===== src/rtl/dmem_bridge.sv =====
// dmem_bridge: sits behind the single-cycle MIPS datapath. Loads/stores to the
// MMIO window are answered locally with no wait; everything else goes out on a
// req/ack bus while the datapath is stalled. Owns LED, CYCLE and a sticky
// bus-timeout flag.
module dmem_bridge #(
  parameter logic [31:0] MMIO_BASE = 32'hFFFF_0000,
  parameter int unsigned TIMEOUT   = 255
) (
  input  logic        clk,
  input  logic        rst_n,
  input  logic        cpu_re,
  input  logic        cpu_we,
  input  logic [31:0] cpu_addr,
  input  logic [31:0] cpu_wdata,
  output logic [31:0] cpu_rdata,
  output logic        stall,
  output logic        bus_req,
  output logic        bus_we,
  output logic [31:0] bus_addr,
  output logic [31:0] bus_wdata,
  input  logic [31:0] bus_rdata,
  input  logic        bus_ack,
  output logic [7:0]  led,
  output logic        bus_err
);

  typedef enum logic [1:0] { IDLE, REQ, DONE } state_t;

  // Counter value seen in the last permitted bus_req cycle.
  localparam logic [7:0]  TO_LAST      = 8'(TIMEOUT - 1);
  localparam logic [29:0] BASE_WORD    = MMIO_BASE[31:2];
  localparam logic [29:0] REG_LED      = 30'd0;
  localparam logic [29:0] REG_CYCLE    = 30'd1;
  localparam logic [29:0] REG_STATUS   = 30'd2;
  localparam logic [31:0] TIMEOUT_DATA = 32'hDEAD_BEEF;

  state_t      state, nextState;
  logic        acc, mmio;
  logic        launch, ackHit, timeoutHit, localWr;
  logic [29:0] regWord;
  logic [7:0]  toCnt;
  logic [31:0] rdataQ, cycleCnt, localRdata;

  assign acc     = cpu_re | cpu_we;
  assign mmio    = (cpu_addr >= MMIO_BASE);
  // Word index into the register window; the byte offset is dropped.
  assign regWord = cpu_addr[31:2] - BASE_WORD;

  // Local register read mux.
  always_comb begin
    localRdata = 32'd0;
    case (regWord)
      REG_LED:    localRdata = {24'd0, led};
      REG_CYCLE:  localRdata = cycleCnt;
      REG_STATUS: localRdata = {31'd0, bus_err};
      default:    localRdata = 32'd0;
    endcase
  end

  // State register.
  always_ff @(posedge clk or negedge rst_n) begin
    if (!rst_n) state <= IDLE;
    else        state <= nextState;
  end

  // Next state, stall, read-data steering and the one-cycle action strobes.
  always_comb begin
    nextState  = state;
    stall      = 1'b0;
    cpu_rdata  = 32'd0;
    launch     = 1'b0;
    ackHit     = 1'b0;
    timeoutHit = 1'b0;
    localWr    = 1'b0;
    case (state)
      IDLE: begin
        if (acc && !mmio) begin
          launch    = 1'b1;
          stall     = 1'b1;
          nextState = REQ;
        end else if (acc && mmio) begin
          localWr = cpu_we;
          if (cpu_re) cpu_rdata = localRdata;
        end
      end
      REQ: begin
        stall = 1'b1;
        if (bus_ack) begin
          ackHit    = 1'b1;
          nextState = DONE;
        end else if (toCnt == TO_LAST) begin
          timeoutHit = 1'b1;
          nextState  = DONE;
        end
      end
      DONE: begin
        // The request still on the inputs is the one just completed.
        cpu_rdata = rdataQ;
        nextState = IDLE;
      end
      default: nextState = IDLE;
    endcase
  end

  // Bus request/address/data: latched at launch, held through REQ.
  always_ff @(posedge clk or negedge rst_n) begin
    if (!rst_n) begin
      bus_req   <= 1'b0;
      bus_we    <= 1'b0;
      bus_addr  <= 32'd0;
      bus_wdata <= 32'd0;
    end else if (launch) begin
      bus_req   <= 1'b1;
      bus_we    <= cpu_we;
      bus_addr  <= {cpu_addr[31:2], 2'b00};
      bus_wdata <= cpu_wdata;
    end else if (ackHit || timeoutHit) begin
      bus_req <= 1'b0;
    end
  end

  // Timeout counter: cleared at launch, counts unanswered REQ cycles.
  always_ff @(posedge clk or negedge rst_n) begin
    if (!rst_n)              toCnt <= 8'd0;
    else if (launch)         toCnt <= 8'd0;
    else if (state == REQ)   toCnt <= toCnt + 8'd1;
  end

  // Completion data presented in DONE.
  always_ff @(posedge clk or negedge rst_n) begin
    if (!rst_n)          rdataQ <= 32'd0;
    else if (ackHit)     rdataQ <= bus_we ? 32'd0 : bus_rdata;
    else if (timeoutHit) rdataQ <= TIMEOUT_DATA;
  end

  // Sticky timeout flag, write-1-to-clear through STATUS.
  always_ff @(posedge clk or negedge rst_n) begin
    if (!rst_n)
      bus_err <= 1'b0;
    else if (timeoutHit)
      bus_err <= 1'b1;
    else if (localWr && regWord == REG_STATUS && cpu_wdata[0])
      bus_err <= 1'b0;
  end

  // LED register.
  always_ff @(posedge clk or negedge rst_n) begin
    if (!rst_n)                           led <= 8'd0;
    else if (localWr && regWord == REG_LED) led <= cpu_wdata[7:0];
  end

  // Free-running cycle counter; wraps naturally.
  always_ff @(posedge clk or negedge rst_n) begin
    if (!rst_n) cycleCnt <= 32'd0;
    else        cycleCnt <= cycleCnt + 32'd1;
  end

endmodule


===== config.mk =====
export PLATFORM = sky130hd
export DESIGN_NAME = dmem_bridge
export DESIGN_NICKNAME = d
export VERILOG_FILES = /design/src/rtl/dmem_bridge.sv
export SDC_FILE = /design/constraint.sdc
export NUM_CORES = 1
export LEC_CHECK = 0
export ABC_CLOCK_PERIOD_IN_PS = 2850
export CELL_PAD_IN_SITES_DETAIL_PLACEMENT = 1
export CELL_PAD_IN_SITES_GLOBAL_PLACEMENT = 2
export CORE_ASPECT_RATIO = 1.75
export CORE_MARGIN = 3
export CORE_UTILIZATION = 30
export CTS_BUF_LIST = sky130_fd_sc_hd__clkbuf_4 sky130_fd_sc_hd__clkbuf_8
export DETAILED_ROUTE_END_ITERATION = 7
export GPL_ROUTABILITY_DRIVEN = 0
export PLACE_DENSITY = 0.89
export RECOVER_POWER = 100
export SYNTH_ARGS = -nofsm -noshare
export SYNTH_HDL_FRONTEND = slang
export SYNTH_SLANG_ARGS = --single-unit

===== constraint.sdc =====
create_clock -name clk -period 2.85 [get_ports clk]
set_clock_uncertainty 0.1 [all_clocks]
set_input_delay 0.285 -clock clk [delete_from_list [all_inputs] [get_ports clk]]
set_output_delay 0.285 -clock clk [all_outputs]
set_load 0.1 [all_outputs]

==> results of run 1 <==
[per-stage QoR]
stage | utilization [%] | hold slack (ns) | setup WS, ns | TNS [ns] | std cells
4_1_cts | 45.7 | 0.0705 | 0.00173 | 0 | 1106
5_1_grt | 43.8 | 0.000395 | 0.00734 | 0 | 1108
6_report | 43.8 | 0.0257 | 0.0784 | 0 | 1108
3_5_place_dp | 43.5 | 0.250 | -0.287 | -2.09 | 1065
3_3_place_gp | 43.5 | 0.251 | -0.153 | -0.667 | 1065
2_1_floorplan | - | -0.111 | -0.0158 | -0.0158 | 576
[cell type report]
cell class / count / area (sq um) / share of cell area, %
Clock buffer: 17 / 234 / 2.47
Clock inverter: 15 / 149 / 1.57
Inverter: 6 / 22.5 / 0.237
Multi-Input combinational cell: 387 / 3000 / 31.6
Sequential cell: 147 / 3680 / 38.8
Tap cell: 292 / 365 / 3.85
Timing Repair Buffer: 244 / 2040 / 21.5
[power groups by stage]
stage	clock, mW	combinational (mW)	sequential (mW)
finish	1.60	6.22	3.13
global route	1.76	6.47	3.23
CTS	1.66	6.79	3.16
detailed placement	0	6.77	3.19
global placement	0	6.70	3.14
floorplan	0	1.65	6.54
[cells by family after synthesis]
kind of cell	share of synthesized area (%)
and+or+nand+nor	16.1
xor gates and xnor gates	4.74
muxes	13.1
other	0.0564
buffers and inverters	2.71
adders and majority gates	0.565
DFF	55.4
AOI/OAI and AO/OA	7.38
[synthesized netlist by cell type]
cell type,instances
dfrtp_1,147
mux2_2,70
nand2_1,62
o21ai_0,39
nand3b_1,36
a22o_1,24
clkbuf_1,24
xor2_1,21
nor2_1,18
xnor2_1,15
nand3_1,14
nand4_1,14
nor4_1,13
mux2i_1,8
nor3_1,8
o31ai_1,7
buf_2,6
inv_1,6
nor2b_1,6
and4_1,5
buf_4,4
and3_1,3
ha_1,3
and2_1,2
buf_1,2
nand2b_1,2
nor3b_1,2
or2_2,2
or3_1,2
a2111oi_0,1
a31o_2,1
conb_1,1
nor4_4,1
o22ai_1,1
o41ai_1,1
or3_2,1
or3b_2,1
or4_1,1
or4_4,1
[sequential cells by signal, indices dropped and copies added (netlist names), 2 cells and up]
register / cells
cycleCnt: 32
led: 8
bus_addr: 30
toCnt: 8
bus_wdata: 32
rdataQ: 32
state: 2
[per-layer routing]
| metal | share of wire, % | GRT usage [%] |
|---|---|---|
| met1 | 35 | 17.9 |
| met2 | 56 | 34.1 |
| met3 | 5.1 | 5.07 |
| met4 | 3.1 | 7.13 |
| met5 | 0.062 | 0 |
[path summary, 6_finish.rpt]
| path | startpoint | end | slack (ns) | cells after the start |
|---|---|---|---|---|
| min | cpu_addr[14] | bus_addr[14] | 0.03 | 2 |
| min reg2reg | cycleCnt[17] | cycleCnt[17] | 0.40 | 1 |
| min in group asynchronous | rst_n | rdataQ[12] | 0.75 | 2 |
| max reg2reg | state[0] | bus_wdata[14] | 0.27 | 6 |
| max | cpu_addr[27] | cpu_rdata[1] | 0.08 | 7 |
| max in group asynchronous | rst_n | state[1] | 0.48 | 3 |
[timing repair]
item                       4_1_cts  5_1_grt
resized for setup               21       30
hold endpoints to repair        68        1
setup endpoints to repair       31       34
pin swaps                        9       11
hold buffers                     1        1
buffers inserted                 8        0
cloned                           0        1
[worst max-delay path: cells and delay by family]
| kind | cells | cell delay [ns] |
|---|---|---|
| buffers and inverters | 3 | 0.95 |
| AND/OR/NAND/NOR | 3 | 0.82 |
| AO/OA/AOI/OAI | 1 | 0.31 |
==> summary.txt, run 1 <==
Logic synthesis
  • Sequential-to-total area share from yosys stat: a little under three fifths
  • Syn. warnings: 0
  • Synth area leaders: dfrtp_1 55%, mux2_2 12%, nand3b_1 4.1%, nand2_1 3.5%, a22o_1 3.2%
  • Synth top area share: 55.4%
  • Leading area contributor after synthesis: dfrtp_1
  • Synthesized area per cell: 11.6 sq um
  • Yosys cell types: 39
  • Cell count after synthesis: 575
  • Mapped cell area: 6650 sq um
  • Post-synthesis register bit count: 147

STA
  • Clock period minus worst slack: between 2 and 3 ns
  • Tightest Pin Transition: 1.84 ns
  • Worst rel slew slack: -22.4%
  • RSZ-0062 raised after global routing: no
  • Final Cycle Share: approximately 100%
  • FMAX: around 0.36 GHz
  • Setup-failing EPs final: 0
  • Max Slew Vio Count: 70
  • Final Hold Viols: 0

Global route
  • Vias in the first global route: 6156
  • Tot GR Track Use: 17.8%
  • Initial antenna violation count: 1
  • Global-route wire length before repair: 33700 um
  • Pin count of the biggest net entering global routing: 71
  • Gr ovfl total: 0

Power and ir drop
  • Sw power: 6.25 mW
  • Peak supply drop: 1.14 mV
  • Switching share of power: 57.1%
  • Internal power: approximately 4.7 mW
  • Overall power: 10.9 mW
  • Seq pwr share: between 20% and 30%
  • Pwr/cell area: 1150 nW/um^2
  • Leak: between 4 and 5 nW
  • Clk pwr share: between 10% and 20%
  • Logic pwr share: 56.8%

Layout
  • Fillers: 2413
  • Most frequent cells in the layout: 146 x dfrtp_1, 75 x clkdlybuf4s50_1, 74 x clkbuf_1
  • Nets: between 900 and 1000
  • Most common cell after layout, fill and taps aside: dfrtp_1
  • Fin area: 9490 sq um
  • Syn-to-layout area delta: 42.8%
  • Layout cells sized above 1: 24.3%
  • Antenna Diode Count: 0

Setup path
  • Worst setup SP type: input pin
  • Worst path arrival time: 2.39 ns
  • CP max FO: 7
  • Top cell by count, worst path: buf_12
  • Crit path cell chain: clkdlybuf4s50_1, nand3b_1, nand2b_1, or4_4, buf_12, o31ai_4, buf_12
  • CP required: 2.47 ns
  • Critical Path Max Stage Delay: 0.57 ns
  • CP endpoint kind: primary output
  • Worst path slowest cell: clkdlybuf4s50_1
  • Crit path kind: input pin to primary output

Route
  • Via count: 5374
  • DRT iter0 DRCs: 115
  • Via/cell ratio: 4.85
  • Routed length per instance: 19.0 um
  • TritonRoute pass-1 iters: 4
  • DRT antenna net count: 0
  • DRC errors left: 0
  • Drt total wl: 21000 um

Floorplanning
  • Core Rows: 71
  • Die width: 119 um
  • Die area: 24000 sq um
  • Top-Level Pins: 209
  • Die height: 203 um
  • Core area: roughly 22000 sq um
  • Starting Density: a little under a third

Clock tree
  • H-tree levels: 4
  • Total CTS buffers: 17
  • CTS max path bufs: 2
  • Clk_lat worst skew: 0.45 ns
  • Clock-pin slew on the worst setup and hold paths: 0.08 ns
  • Root Driver: clkbuf_8
  • Clock Sinks: 147
  • CTS tree: built

Placed design
  • HPWL after DPL: 15700 um
  • # port buffers: 204
  • Area after DPL: 9430 sq um

Status
  • Status: finished with violations
  • Failing checks: max-capacitance violations, max-slew violations

Job
  • Max-cap violations: 1

Worst hold path
  • Worst hold path class: input pin to flip-flop
(Power assumes the default switching activity.)
==> run 2: changes to the inputs <==
--- a/config.mk
+++ b/config.mk
@@ -6,12 +6,14 @@
 export NUM_CORES = 1
 export LEC_CHECK = 0
 export ABC_CLOCK_PERIOD_IN_PS = 2850
+export CAP_MARGIN = 40
 export CELL_PAD_IN_SITES_DETAIL_PLACEMENT = 1
 export CELL_PAD_IN_SITES_GLOBAL_PLACEMENT = 2
 export CORE_ASPECT_RATIO = 1.75
 export CORE_MARGIN = 3
 export CORE_UTILIZATION = 30
 export CTS_BUF_LIST = sky130_fd_sc_hd__clkbuf_4 sky130_fd_sc_hd__clkbuf_8
+export CTS_CLUSTER_SIZE = 12
 export DETAILED_ROUTE_END_ITERATION = 7
 export GPL_ROUTABILITY_DRIVEN = 0
 export PLACE_DENSITY = 0.89
==> results of run 2 <==
Final layout, timing and power as in run 1 (identical DEF).
==> run 3: changes to the inputs <==
--- a/config.mk
+++ b/config.mk
@@ -18,6 +18,7 @@
 export GPL_ROUTABILITY_DRIVEN = 0
 export PLACE_DENSITY = 0.89
 export RECOVER_POWER = 100
+export SLEW_MARGIN = 20
 export SYNTH_ARGS = -nofsm -noshare
 export SYNTH_HDL_FRONTEND = slang
 export SYNTH_SLANG_ARGS = --single-unit
==> results of run 3 <==
Final layout, timing and power as in run 1 (identical DEF).
